**src/rtl/debug_unit.sv**
```systemverilog
// Host-side debug controller for the MIPS pipeline: loads instruction memory over the UART byte link,
// runs or single-steps the pipeline, then streams registers, data memory and stage latches back to the host.
module debug_unit #(
    parameter int N_REGS      = 32,
    parameter int N_MEM_WORDS = 32,
    parameter int NB_IF_ID    = 64,
    parameter int NB_ID_EX    = 139,
    parameter int NB_EX_MEM   = 76,
    parameter int NB_MEM_WB   = 71
) (
    input  logic                 i_clk,
    input  logic                 i_reset,
    input  logic [7:0]           i_rx_data,
    input  logic                 i_rx_valid,
    output logic [7:0]           o_tx_data,
    output logic                 o_tx_start,
    input  logic                 i_tx_done,
    input  logic                 i_end,
    output logic                 o_halt,
    output logic                 o_write_instruction_mem,
    output logic [31:0]          o_instruction_mem_addr,
    output logic [31:0]          o_instruction_mem_data,
    output logic [4:0]           o_r_addr_registers,
    input  logic [31:0]          i_r_data_registers,
    output logic [4:0]           o_r_addr_data_mem,
    input  logic [31:0]          i_r_data_data_mem,
    input  logic [NB_IF_ID-1:0]  i_IF_ID,
    input  logic [NB_ID_EX-1:0]  i_ID_EX,
    input  logic [NB_EX_MEM-1:0] i_EX_MEM,
    input  logic [NB_MEM_WB-1:0] i_MEM_WB
);
    localparam int PB_IF_ID  = ((NB_IF_ID + 7) / 8) * 8;
    localparam int PB_ID_EX  = ((NB_ID_EX + 7) / 8) * 8;
    localparam int PB_EX_MEM = ((NB_EX_MEM + 7) / 8) * 8;
    localparam int PB_MEM_WB = ((NB_MEM_WB + 7) / 8) * 8;
    localparam int SNAP_W    = PB_IF_ID + PB_ID_EX + PB_EX_MEM + PB_MEM_WB;
    localparam logic [15:0] REG_BYTES  = 16'(4 * N_REGS);
    localparam logic [15:0] WORD_BYTES = 16'(4 * (N_REGS + N_MEM_WORDS));
    localparam logic [15:0] LAST_BYTE  = 16'(4 * (N_REGS + N_MEM_WORDS) + SNAP_W / 8 - 1);
    localparam logic [15:0] N_REGS_W   = 16'(N_REGS);

    typedef enum logic [3:0] {
        S_IDLE, S_LOAD_COUNT, S_LOAD_BYTE, S_WRITE, S_RUN, S_STEP,
        S_DUMP_INIT, S_DUMP_FETCH, S_DUMP_LATCH, S_DUMP_WAIT
    } state_t;

    state_t             state_q;
    logic               halt_q, tx_start_q, we_q;
    logic [7:0]         tx_data_q, count_q, index_q;
    logic [31:0]        im_addr_q, im_data_q;
    logic [4:0]         raddr_reg_q, raddr_mem_q;
    logic [1:0]         lb_cnt_q;
    logic [23:0]        shreg_q;
    logic [15:0]        dump_cnt_q;
    logic [31:0]        word_q;
    logic [SNAP_W-1:0]  snap_q;

    logic [15:0]        next_byte_d;
    logic [4:0]         reg_addr_d, mem_addr_d;
    logic               fetch_reg_d;
    logic [7:0]         index_inc_d;
    logic [31:0]        load_word_d, rd_word_d;
    logic [SNAP_W-1:0]  snap_d;

    always_comb begin
        next_byte_d = dump_cnt_q + 16'd1;
        reg_addr_d  = 5'(next_byte_d >> 2);
        mem_addr_d  = 5'((next_byte_d >> 2) - N_REGS_W);
        fetch_reg_d = next_byte_d < REG_BYTES;
        index_inc_d = index_q + 8'd1;
        load_word_d = {shreg_q, i_rx_data};
        rd_word_d   = (dump_cnt_q < REG_BYTES) ? i_r_data_registers : i_r_data_data_mem;
        // Each latch is zero-extended to whole bytes so the stream can simply shift 8 bits at a time.
        snap_d      = {PB_IF_ID'(i_IF_ID), PB_ID_EX'(i_ID_EX), PB_EX_MEM'(i_EX_MEM), PB_MEM_WB'(i_MEM_WB)};
    end

    always_ff @(posedge i_clk) begin
        if (i_reset) begin
            state_q     <= S_IDLE;
            halt_q      <= 1'b1;
            tx_start_q  <= 1'b0;
            tx_data_q   <= 8'd0;
            we_q        <= 1'b0;
            im_addr_q   <= 32'd0;
            im_data_q   <= 32'd0;
            raddr_reg_q <= 5'd0;
            raddr_mem_q <= 5'd0;
            count_q     <= 8'd0;
            index_q     <= 8'd0;
            lb_cnt_q    <= 2'd0;
            dump_cnt_q  <= 16'd0;
        end else begin
            we_q       <= 1'b0;
            tx_start_q <= 1'b0;
            case (state_q)
                S_IDLE: begin
                    halt_q <= 1'b1;
                    if (i_rx_valid) begin
                        case (i_rx_data)
                            8'h4C: state_q <= S_LOAD_COUNT;
                            8'h43: begin state_q <= S_RUN;  halt_q <= 1'b0; end
                            8'h53: begin state_q <= S_STEP; halt_q <= 1'b0; end
                            default: state_q <= S_IDLE;
                        endcase
                    end
                end
                S_LOAD_COUNT: begin
                    if (i_rx_valid) begin
                        count_q  <= i_rx_data;
                        index_q  <= 8'd0;
                        lb_cnt_q <= 2'd0;
                        state_q  <= (i_rx_data == 8'd0) ? S_IDLE : S_LOAD_BYTE;
                    end
                end
                S_LOAD_BYTE: begin
                    if (i_rx_valid) begin
                        shreg_q  <= {shreg_q[15:0], i_rx_data};
                        lb_cnt_q <= lb_cnt_q + 2'd1;
                        if (lb_cnt_q == 2'd3) begin
                            we_q      <= 1'b1;
                            im_addr_q <= {22'd0, index_q, 2'b00};
                            im_data_q <= load_word_d;
                            state_q   <= S_WRITE;
                        end
                    end
                end
                S_WRITE: begin
                    index_q  <= index_inc_d;
                    lb_cnt_q <= 2'd0;
                    if (index_inc_d == count_q) begin
                        state_q <= S_IDLE;
                    end else begin
                        state_q <= S_LOAD_BYTE;
                        // A byte arriving during the write cycle starts the next word.
                        if (i_rx_valid) begin
                            shreg_q  <= {shreg_q[15:0], i_rx_data};
                            lb_cnt_q <= 2'd1;
                        end
                    end
                end
                S_RUN: begin
                    if (i_end) begin
                        halt_q  <= 1'b1;
                        state_q <= S_DUMP_INIT;
                    end
                end
                S_STEP: begin
                    halt_q  <= 1'b1;
                    state_q <= S_DUMP_INIT;
                end
                S_DUMP_INIT: begin
                    snap_q      <= snap_d;
                    dump_cnt_q  <= 16'd0;
                    raddr_reg_q <= 5'd0;
                    raddr_mem_q <= 5'd0;
                    state_q     <= S_DUMP_FETCH;
                end
                S_DUMP_FETCH: state_q <= S_DUMP_LATCH;
                S_DUMP_LATCH: begin
                    word_q     <= {rd_word_d[23:0], 8'h00};
                    tx_data_q  <= rd_word_d[31:24];
                    tx_start_q <= 1'b1;
                    state_q    <= S_DUMP_WAIT;
                end
                S_DUMP_WAIT: begin
                    if (i_tx_done && !tx_start_q) begin
                        if (dump_cnt_q == LAST_BYTE) begin
                            dump_cnt_q <= 16'd0;
                            state_q    <= S_IDLE;
                        end else begin
                            dump_cnt_q <= next_byte_d;
                            if (next_byte_d < WORD_BYTES) begin
                                if (next_byte_d[1:0] == 2'b00) begin
                                    if (fetch_reg_d) raddr_reg_q <= reg_addr_d;
                                    else             raddr_mem_q <= mem_addr_d;
                                    state_q <= S_DUMP_FETCH;
                                end else begin
                                    tx_data_q  <= word_q[31:24];
                                    word_q     <= {word_q[23:0], 8'h00};
                                    tx_start_q <= 1'b1;
                                end
                            end else begin
                                tx_data_q  <= snap_q[SNAP_W-1 -: 8];
                                snap_q     <= {snap_q[SNAP_W-9:0], 8'h00};
                                tx_start_q <= 1'b1;
                            end
                        end
                    end
                end
                default: begin
                    halt_q  <= 1'b1;
                    state_q <= S_IDLE;
                end
            endcase
        end
    end

    assign o_halt                  = halt_q;
    assign o_tx_start              = tx_start_q;
    assign o_tx_data               = tx_data_q;
    assign o_write_instruction_mem = we_q;
    assign o_instruction_mem_addr  = im_addr_q;
    assign o_instruction_mem_data  = im_data_q;
    assign o_r_addr_registers      = raddr_reg_q;
    assign o_r_addr_data_mem       = raddr_mem_q;
endmodule

```
**config.mk**
```make
export PLATFORM = sky130hd
export DESIGN_NAME = debug_unit
export DESIGN_NICKNAME = d
export VERILOG_FILES = /design/src/rtl/debug_unit.sv
export SDC_FILE = /design/constraint.sdc
export NUM_CORES = 1
export LEC_CHECK = 0
export ABC_AREA = 1
export ABC_CLOCK_PERIOD_IN_PS = 25000
export CORE_UTILIZATION = 25
export CTS_BUF_LIST = sky130_fd_sc_hd__clkbuf_8 sky130_fd_sc_hd__clkbuf_16
export DETAILED_ROUTE_END_ITERATION = 10
export DONT_BUFFER_PORTS = 1
export SETUP_SLACK_MARGIN = 0.02
export SLEW_MARGIN = 20
export SYNTH_ARGS = -nofsm -noshare
export SYNTH_HDL_FRONTEND = slang
export SYNTH_SLANG_ARGS = --single-unit
export TNS_END_PERCENT = 20
```
**constraint.sdc**
```tcl
create_clock -name i_clk -period 25 [get_ports i_clk]
set_clock_uncertainty 0.1 [all_clocks]
set_input_delay 5 -clock i_clk [delete_from_list [all_inputs] [get_ports i_clk]]
set_output_delay 5 -clock i_clk [all_outputs]
set_load 0.01 [all_outputs]
```
* Yosys cells after proc, flatten, opt, wreduce, memory -nomap -nowiden
Index checks and enable logic that the tools add are counted.
** Operators by class
- Bitwise gates (word level) :: 4
- Multiplexer cells :: 63
- Reductions and logical operators :: 26
- Equality and inequality tests :: 32
- Add/subtract/negate cells :: 4
- $lt $le $gt $ge :: 3
** Operator list (number)
- $mux 360 :: 3
- $pmux 360 s2 :: 1
- $mux 32 :: 5
- $pmux 32 s2 :: 1
- $mux 5 :: 10
- $mux 24 :: 2
- $pmux 24 s2 :: 1
- $mux 8 :: 5
- $pmux 4 s10 :: 1
- $mux 4 :: 9
- $lt 16x8->1 const B :: 2
- $mux 16 :: 2
- $pmux 16 s2 :: 1
- $pmux 8 s2 :: 2
- $ne 2x2->1 const B :: 14
- $eq 8x7->1 const B :: 3
- $pmux 5 s2 :: 2
- $reduce_and 6->1 :: 3
- $add 16x1->16 const B :: 1
- $eq 16x9->1 const B :: 1
- $eq 4x3->1 const B :: 4
- $lt 16x9->1 const B :: 1
- $mux 1 :: 10
- $ne 3x3->1 const B :: 3
- other kinds (29) :: 45
** Storage, ports and cells
- Output and inout bits :: 85
- Logic and storage cells :: 148
- Register bits after elaboration :: 515
- Input port bits :: 427

* Depth between registers and ports, before layout
Gate-level depths: netlist (run 1).
- Depth after elaboration :: 8
- Gate-level depth with buffers :: 17
- Gate-level depth less buffers :: 16

* Worst setup path before layout (run 1)
OpenSTA, ideal clock, no wires.
- Kind :: input-to-reg
- From :: input port i_reset
- To :: register snap_q[0] (enable)
- Setup slack :: 11597 ps
- Arrival :: 12594 ps
- Path buffers :: 2
- Cell stages on the path :: 5
- Path through :: clkbuf_1 -> inv_1 -> clkbuf_1 -> nand3_1 -> inv_1
** On the way
- Longest elaborated chain between the ends :: 2
** Ends and longest elaborated chain
- from (decl) :: line 12 : input logic i_reset,
- $not 1->1 (no source line)
- $reduce_and 5->1 (no source line)
- to (signal assigned) :: line 152 : snap_q <= snap_d;
- to (signal assigned) :: line 184 : snap_q <= {snap_q[SNAP_W-9:0], 8'h00};
- to (decl) :: line 56 : logic [SNAP_W-1:0] snap_q;
No other way between the ends.
A chain may end at the register's enable or synchronous reset.

* Worst setup path after layout (run 1)
- From :: input port i_tx_done
- To :: register snap_q[53] (enable)
** On the way
- Longest elaborated chain between the ends :: 3
** Ends and longest elaborated chain
- from (decl) :: line 17 : input logic i_tx_done,
- $logic_and 1x1->1 :: line 166 : if (i_tx_done && !tx_start_q) begin
- $ne 2x2->1 (no source line)
- $reduce_and 5->1 (no source line)
No other way between the ends.

==> out/metrics.csv, run 1 <==
stage;metric;value;unit
worst_setup_path;CP arrival;8.40;ns
place;port bufs;0;
floorplanning;die area;90500;um^2
synthesis;Post-Syn Instances;2453;
sta;Slew @ Worst Pin;1.06;ns
pwr;P_leak;9.94;nW
synthesis;Synth Cell Area;22300;um^2
floorplanning;DIE WIDTH;301;um
sta;fin crit share;33.1;%
place;GPL Wtd Cong;0.854;
detailed_routing;Routed WL;60600;um
synthesis;post-synth top area share;54.9;%
pwr;Power Density;72.8;nW/um^2
synthesis;syn_area_per_cell;9.11;um^2
synthesis;Top FF cell, synth;edfxtp_1;
place;DP HPWL;42000;um
clock_network;clock buffers created by TritonCTS;57;
synthesis;synth top area cells;edfxtp_1 (55%), nand2_1 (21%), dfxtp_1 (8.9%);
place;pre-CTS setup slack;16.10;ns
sta;fin. max-slew vios;0;
synthesis;Async SR Flop Fraction;0;%
clock_network;CTS resizes;0;
worst_setup_path;CP max FO;78;
cells_and_area;register area;14200;um^2
clock_network;Hold Buf Count CTS;0;
sta;Setup violations, final;0;
cells_and_area;share of cells above drive strength 1;5.76;%
detailed_routing;DR vias;15700;
worst_setup_path;critical path required time;25.13;ns
sta;final hold slack;0.343;ns
cells_and_area;area of the multi-input gates;7140;um^2
sta;Setup TNS Final;0;ns
floorplanning;row cnt;109;
pwr;Pwr Total;0.00184;W
clock_network;Longest Clk Path Bufs;3;
cells_and_area;most frequent cells in the layout;nand2_1 (1256), edfxtp_1 (408), nor2_1 (130);
clock_network;postcts setup bufs;0;
detailed_routing;DR WL/cell;16.8;um
sta;Final min period;8.28;ns
detailed_routing;drt pass-1 iters;5;
worst_setup_path;Critical Path Start Type;input port;
min_path;worst hold path type;reg -> reg;
cells_and_area;final core utilization;28.6;%
worst_setup_path;Setup CP Type;in -> reg;
grt;largest net degree at the start of global routing;176;
cells_and_area;synth-to-layout area growth;13.0;%
grt;initial antenna violation count;7;
detailed_routing;via/cell ratio;4.33;
synthesis;Post-synth EDFFs;408;
cells_and_area;nets;2832;
detailed_routing;initial drt markers;1437;
clock_network;clk_lat worst skew;0.61;ns
sta;setup repair after global routing missed its margin;no;
floorplanning;io pins;512;
grt;vias in the first global route;14900;
grt;Global Route Usage Sum;12.8;%
synthesis;area leader, netlist;edfxtp_1;
grt;GRT Residual Overflow;0;
pwr;maximum vdd ir drop;58.0;uV
detailed_routing;DRC viols;0;
floorplanning;initial core utilization;25.3;%
status;status;completed;
clock_network;clk root buf;clkbuf_16;
grt;first-pass GRT wire length;88600;um
clock_network;H-tree depth;2;
floorplanning;die outline height;301;um
synthesis;Yosys warning count;0;
worst_setup_path;CP max stage delay;0.90;ns
floorplanning;Core ar.;88400;um^2
flow_run;max-cap check violation count;0;
clock_network;Reg clk slew, reported paths;0.06;ns
cells_and_area;diode count;0;
clock_network;CTS tree;done;
worst_setup_path;slowest CP cell;buf_4;
cells_and_area;fillcell total;9391;
worst_setup_path;critical-path cell list;inv_1 > nor2_1 > nor2_1 > inv_1 > nand2_1 > nor2_2 > nand3_1 > inv_8 > buf_4 > buf_4;
clock_network;Sink Count;507;
sta;max frequency;121;MHz
synthesis;synthesized flop and latch total;507;
worst_setup_path;Critical Path Sink Type;flip-flop;
sta;Hold Fails Final Rpt;0;
sta;Rel. slew slack;29.6;%
cells_and_area;most common cell after layout, fill and taps aside;nand2_1;
detailed_routing;Detail Route Antenna Nets;0;
synthesis;Synth cell types;36;
sta;fin worst setup slack;16.72;ns
synthesis;register area share after synthesis;63.7;%
critical path, delay by kind of cell:
| kind | cells | cell delay, ns |
|---|---|---|
| simple gates | 5 | 0.98 |
| buf+inv | 5 | 2.25 |
state kept, by name (all words and copies together) (netlist names):
name	flops
index_q	8
count_q	8
word_q	24
o_write_instruction_mem	1
o_r_addr_data_mem	5
lb_cnt_q	2
o_tx_start	1
shreg_q	24
o_instruction_mem_addr	8
state_q	4
snap_q	360
o_r_addr_registers	5
o_instruction_mem_data	32
o_halt	1
dump_cnt_q	16
o_tx_data	8
stage by stage:
stage / instances / cell area, um^2
6_report: 3614 / 25200
5_1_grt: 3614 / 25200
4_1_cts: 3614 / 25200
3_5_place_dp: 3506 / 23300
3_3_place_gp: 3506 / 23300
2_1_floorplan: 2476 / 22400
path summary, 6_finish.rpt:
check	start	to	slack, ns	cells after the start
worst min register to register	shreg_q[6]	shreg_q[14]	0.34	0
worst max-delay path	i_tx_done	snap_q[53]	16.72	10
worst max register to register	state_q[1]	snap_q[53]	19.48	9
worst min-delay path	shreg_q[6]	shreg_q[14]	0.34	0
power breakdown:
group	switching, W	total [W]	internal (W)	leakage, nW
Combinational	0.0000438	0.0000664	0.0000226	4.48
Clock	0.000349	0.000852	0.000503	0.973
Sequential	0.00000352	0.000919	0.000916	4.49
Total	0.000397	0.00184	0.00144	9.94
synthesized netlist by cell type (3+ instances only):
cell type and number:
nor2_4 3, nor2_2 20, a31oi_1 17, nor4_1 4
nor2_1 130, o21ai_0 29, buf_1 3, nor3_1 6
xor2_1 8, nand4_1 23, dfxtp_1 99, nand3_2 3
inv_1 88, edfxtp_1 408, clkbuf_1 83, a21oi_1 80
nand2_2 4, nand2_1 1256, buf_4 25, ha_1 5
xnor2_1 5, nand3_1 94, nor2b_1 4, buf_2 40
per-layer routing:
metal  up-vias  global-route usage [%]  wire [um]  part of all wire, %
met2       463                    20.7      28700                   47
li1       7799                       -          -                    -
met4         8                    3.61       1310                  2.2
met3        84                    3.76       4840                  8.0
met1      7305                    16.6      25800                   43
met5         -                       0         53                0.087
cells by family after synthesis:
logic type                 share of synthesized area (%)
and+or+nand+nor                                     27.6
other                                             0.0168
xor gates and xnor gates                           0.510
adders and majority gates                          0.280
DFF                                                 63.7
AOI/OAI and AO/OA                                   3.06
buffers and inverters                               4.76
layout make-up:
type / count / share of cell area (%)
sequential: 507 / 56.4
clock buffer: 63 / 6.11
inverter: 90 / 1.40
timing repair buffer: 17 / 0.570
clock inverter: 45 / 1.44
tap: 1165 / 5.78
multi-input combinational: 1727 / 28.3
(Power assumes the default switching activity.)
==> run 2, diff against run 1 <==
ABC_CLOCK_PERIOD_IN_PS = 8000   (was 25000)
clock period = 8 ns   (was 25 ns; I/O delays follow)
==> run 2 against run 1 <==
- utilization about the same
- routed wire length rose by 1.4%
- sequential cell count did not move
- die area stayed put
- clock-buffer cell count decreased by 1
- worst setup slack got worse by 13 ns
- critical endpoint is now snap_q[159]
- largest power group unchanged
==> out/metrics.csv, run 2 (synthesis results as in run 1) <==
stage;metric;value;unit;change
grt;initial antenna violation count;5;;-2
sta;Slew @ Worst Pin;1.15;ns;+0.0973 ns
pwr;maximum vdd ir drop;170;uV;+190%
floorplanning;io pins;512;;unchanged
cells_and_area;area of the multi-input gates;7150;um^2;+0.11%
detailed_routing;M1 wire length;26800;um;+3.8%
cells_and_area;most frequent cells in the layout;nand2_1 (1255), edfxtp_1 (408), nor2_1 (130);;
grt;GRT Residual Overflow;0;;unchanged
flow_run;max-cap check violation count;0;;unchanged
pwr;Seq pwr share;50.3;%;+0.3 points
detailed_routing;Max Used Layer;met5;;
place;placed cells;3503;;-0.086%
cells_and_area;register area;14200;um^2;unchanged
grt;largest net degree at the start of global routing;161;;-8.5%
sta;fin crit share;52.9;%;
cells_and_area;nets;2830;;-0.071%
clock_network;clk root buf;clkbuf_16;;
pwr;Psw;0.00125;W;+220%
min_path;Hold EP;shreg_q[16];;
clock_network;Hold Buf Count CTS;0;;unchanged
worst_setup_path;Critical Path Sink Type;flip-flop;;
cells_and_area;synth-to-layout area growth;12.9;%;about the same
status;status;completed;;
detailed_routing;met2 routed WL;28700;um;+0.19%
sta;fin. max-slew vios;0;;unchanged
clock_network;H-tree depth;2;;unchanged
worst_setup_path;critical path required time;8.15;ns;-16.98 ns
clock_network;CTS tree;done;;
floorplanning;Core ar.;88400;um^2;unchanged
detailed_routing;DR WL/cell;17.0;um;+1.5%
pwr;Sw Ratio;21.9;%;+0.32 points
grt;vias in the first global route;14600;;-2.0%
clock_network;clock buffers created by TritonCTS;58;;+1.8%
detailed_routing;Routed WL;61500;um;+1.4%
place;GPL Wtd Cong;0.836;;-2.1%
clock_network;Reg clk slew, reported paths;0.06;ns;about the same
cells_and_area;fin cells;3611;;-0.083%
worst_setup_path;Critical Path Start Type;flip-flop;;
detailed_routing;initial drt markers;1111;;-23%
floorplanning;die area;90500;um^2;unchanged
place;port bufs;0;;unchanged
sta;Rel. slew slack;23.1;%;-6.5 points
cells_and_area;most common cell after layout, fill and taps aside;nand2_1;;
sta;Final min period;4.23;ns;
pwr;clock network power share;46.2;%;-0.2 points
sta;Setup TNS Final;0;ns;unchanged
detailed_routing;DR vias;15700;;+0.53%
pwr;Comb power frac;3.5;%;about the same
worst_setup_path;Setup CP Type;reg -> reg;;
min_path;worst hold path type;reg -> reg;;
floorplanning;row cnt;109;;unchanged
pwr;Int Power;0.00446;W;+210%
place;DP HPWL;42200;um;+0.45%
worst_setup_path;CP arrival;4.38;ns;-4.02 ns
clock_network;CTS resizes;0;;unchanged
sta;Setup violations, final;0;;unchanged
worst_setup_path;RR Startpoint;state_q[1];;
sta;Hold Fails Final Rpt;0;;unchanged
clock_network;Longest Clk Path Bufs;3;;unchanged
grt;Global Route Usage Sum;12.9;%;+0.068 points
detailed_routing;via/cell ratio;4.36;;+0.61%
detailed_routing;Detail Route Antenna Nets;0;;unchanged
pwr;P_leak;9.94;nW;about the same
clock_network;Sink Count;507;;unchanged
cells_and_area;diode count;0;;unchanged
floorplanning;die outline height;301;um;unchanged
floorplanning;initial core utilization;25.3;%;unchanged
grt;first-pass GRT wire length;88600;um;about the same
cells_and_area;share of cells above drive strength 1;5.81;%;+0.048 points
floorplanning;DIE WIDTH;301;um;unchanged
pwr;Power Density;226;nW/um^2;+210%
sta;setup repair after global routing missed its margin;no;;
detailed_routing;drt pass-1 iters;7;;+2
worst_setup_path;CP max FO;157;;+100%
worst_setup_path;worst reg2reg setup slack;3.77;ns;-15.71 ns
clock_network;clk_lat worst skew;0.63;ns;+0.02 ns
cells_and_area;fillcell total;9375;;-0.17%
detailed_routing;metal3 WL;4570;um;-5.5%
min_path;Hold Path Depth;0;;unchanged
worst_setup_path;FF-to-FF End;snap_q[159];;
clock_network;postcts setup bufs;0;;unchanged
worst_setup_path;reg2reg path depth;8;;-1
min_path;min-delay src;shreg_q[8];;
cells_and_area;largest reg by FF count;snap_q;;
detailed_routing;DRC viols;0;;unchanged
cells_and_area;max reg flops;360;;unchanged
sta;max frequency;236;MHz;
## run 2: how the worst max path moves through the flow
stage	startpoint	to	slack, ns	cells past startpoint
after global placement	state_q[1]	snap_q[109]	3.72	8
final	state_q[1]	snap_q[159]	3.77	8
after CTS	state_q[1]	snap_q[127]	3.65	8
after floorplan	i_tx_done	snap_q[0]	0.02	8
after global routing	state_q[1]	snap_q[298]	3.43	8
after detailed placement	state_q[1]	snap_q[109]	3.65	8
## run 2: layout make-up
class                      count  area share, %
sequential                   507           56.4
timing repair buffer          14          0.566
multi-input combinational   1727           28.3
tap                         1165           5.78
clock inverter                46           1.47
inverter                      90           1.38
clock buffer                  62           6.02
## run 2: stage by stage
stage          util (%)  hold slack [ns]  cell area [um^2]  worst slack (ns)  power, W
5_1_grt            28.5            0.350             25200              3.43   0.00591
2_1_floorplan         -            0.327             22400            0.0228   0.00309
3_3_place_gp       26.4            0.332             23300              3.72   0.00313
3_5_place_dp       26.4            0.335             23300              3.65   0.00313
4_1_cts            28.5            0.348             25200              3.65   0.00580
6_report           28.5            0.344             25200              3.77   0.00571
## run 2: per-layer routing
layer	up-vias	global-route usage [%]
met5	-	0
met4	8	4.19
met3	80	3.80
met2	473	20.5
met1	7377	16.7
li1	7804	-
## run 2: power groups by stage
stage / logic (W) / registers (W) / clock network, W
2_1_floorplan: 0.000168 / 0.00292 / 0
3_3_place_gp: 0.000198 / 0.00293 / 0
3_5_place_dp: 0.000202 / 0.00293 / 0
4_1_cts: 0.000203 / 0.00287 / 0.00273
5_1_grt: 0.000228 / 0.00287 / 0.00281
6_report: 0.000200 / 0.00287 / 0.00264
## run 2: critical path: stages (launching register included)
cell and delay (ns):
dfxtp_1 0.34, nor2_1 0.20, nand3_4 0.60, inv_8 0.78, nor2_1 0.18, nor2_2 0.39, nand3_2 0.14, clkinvlp_4 0.19
buf_12 0.41
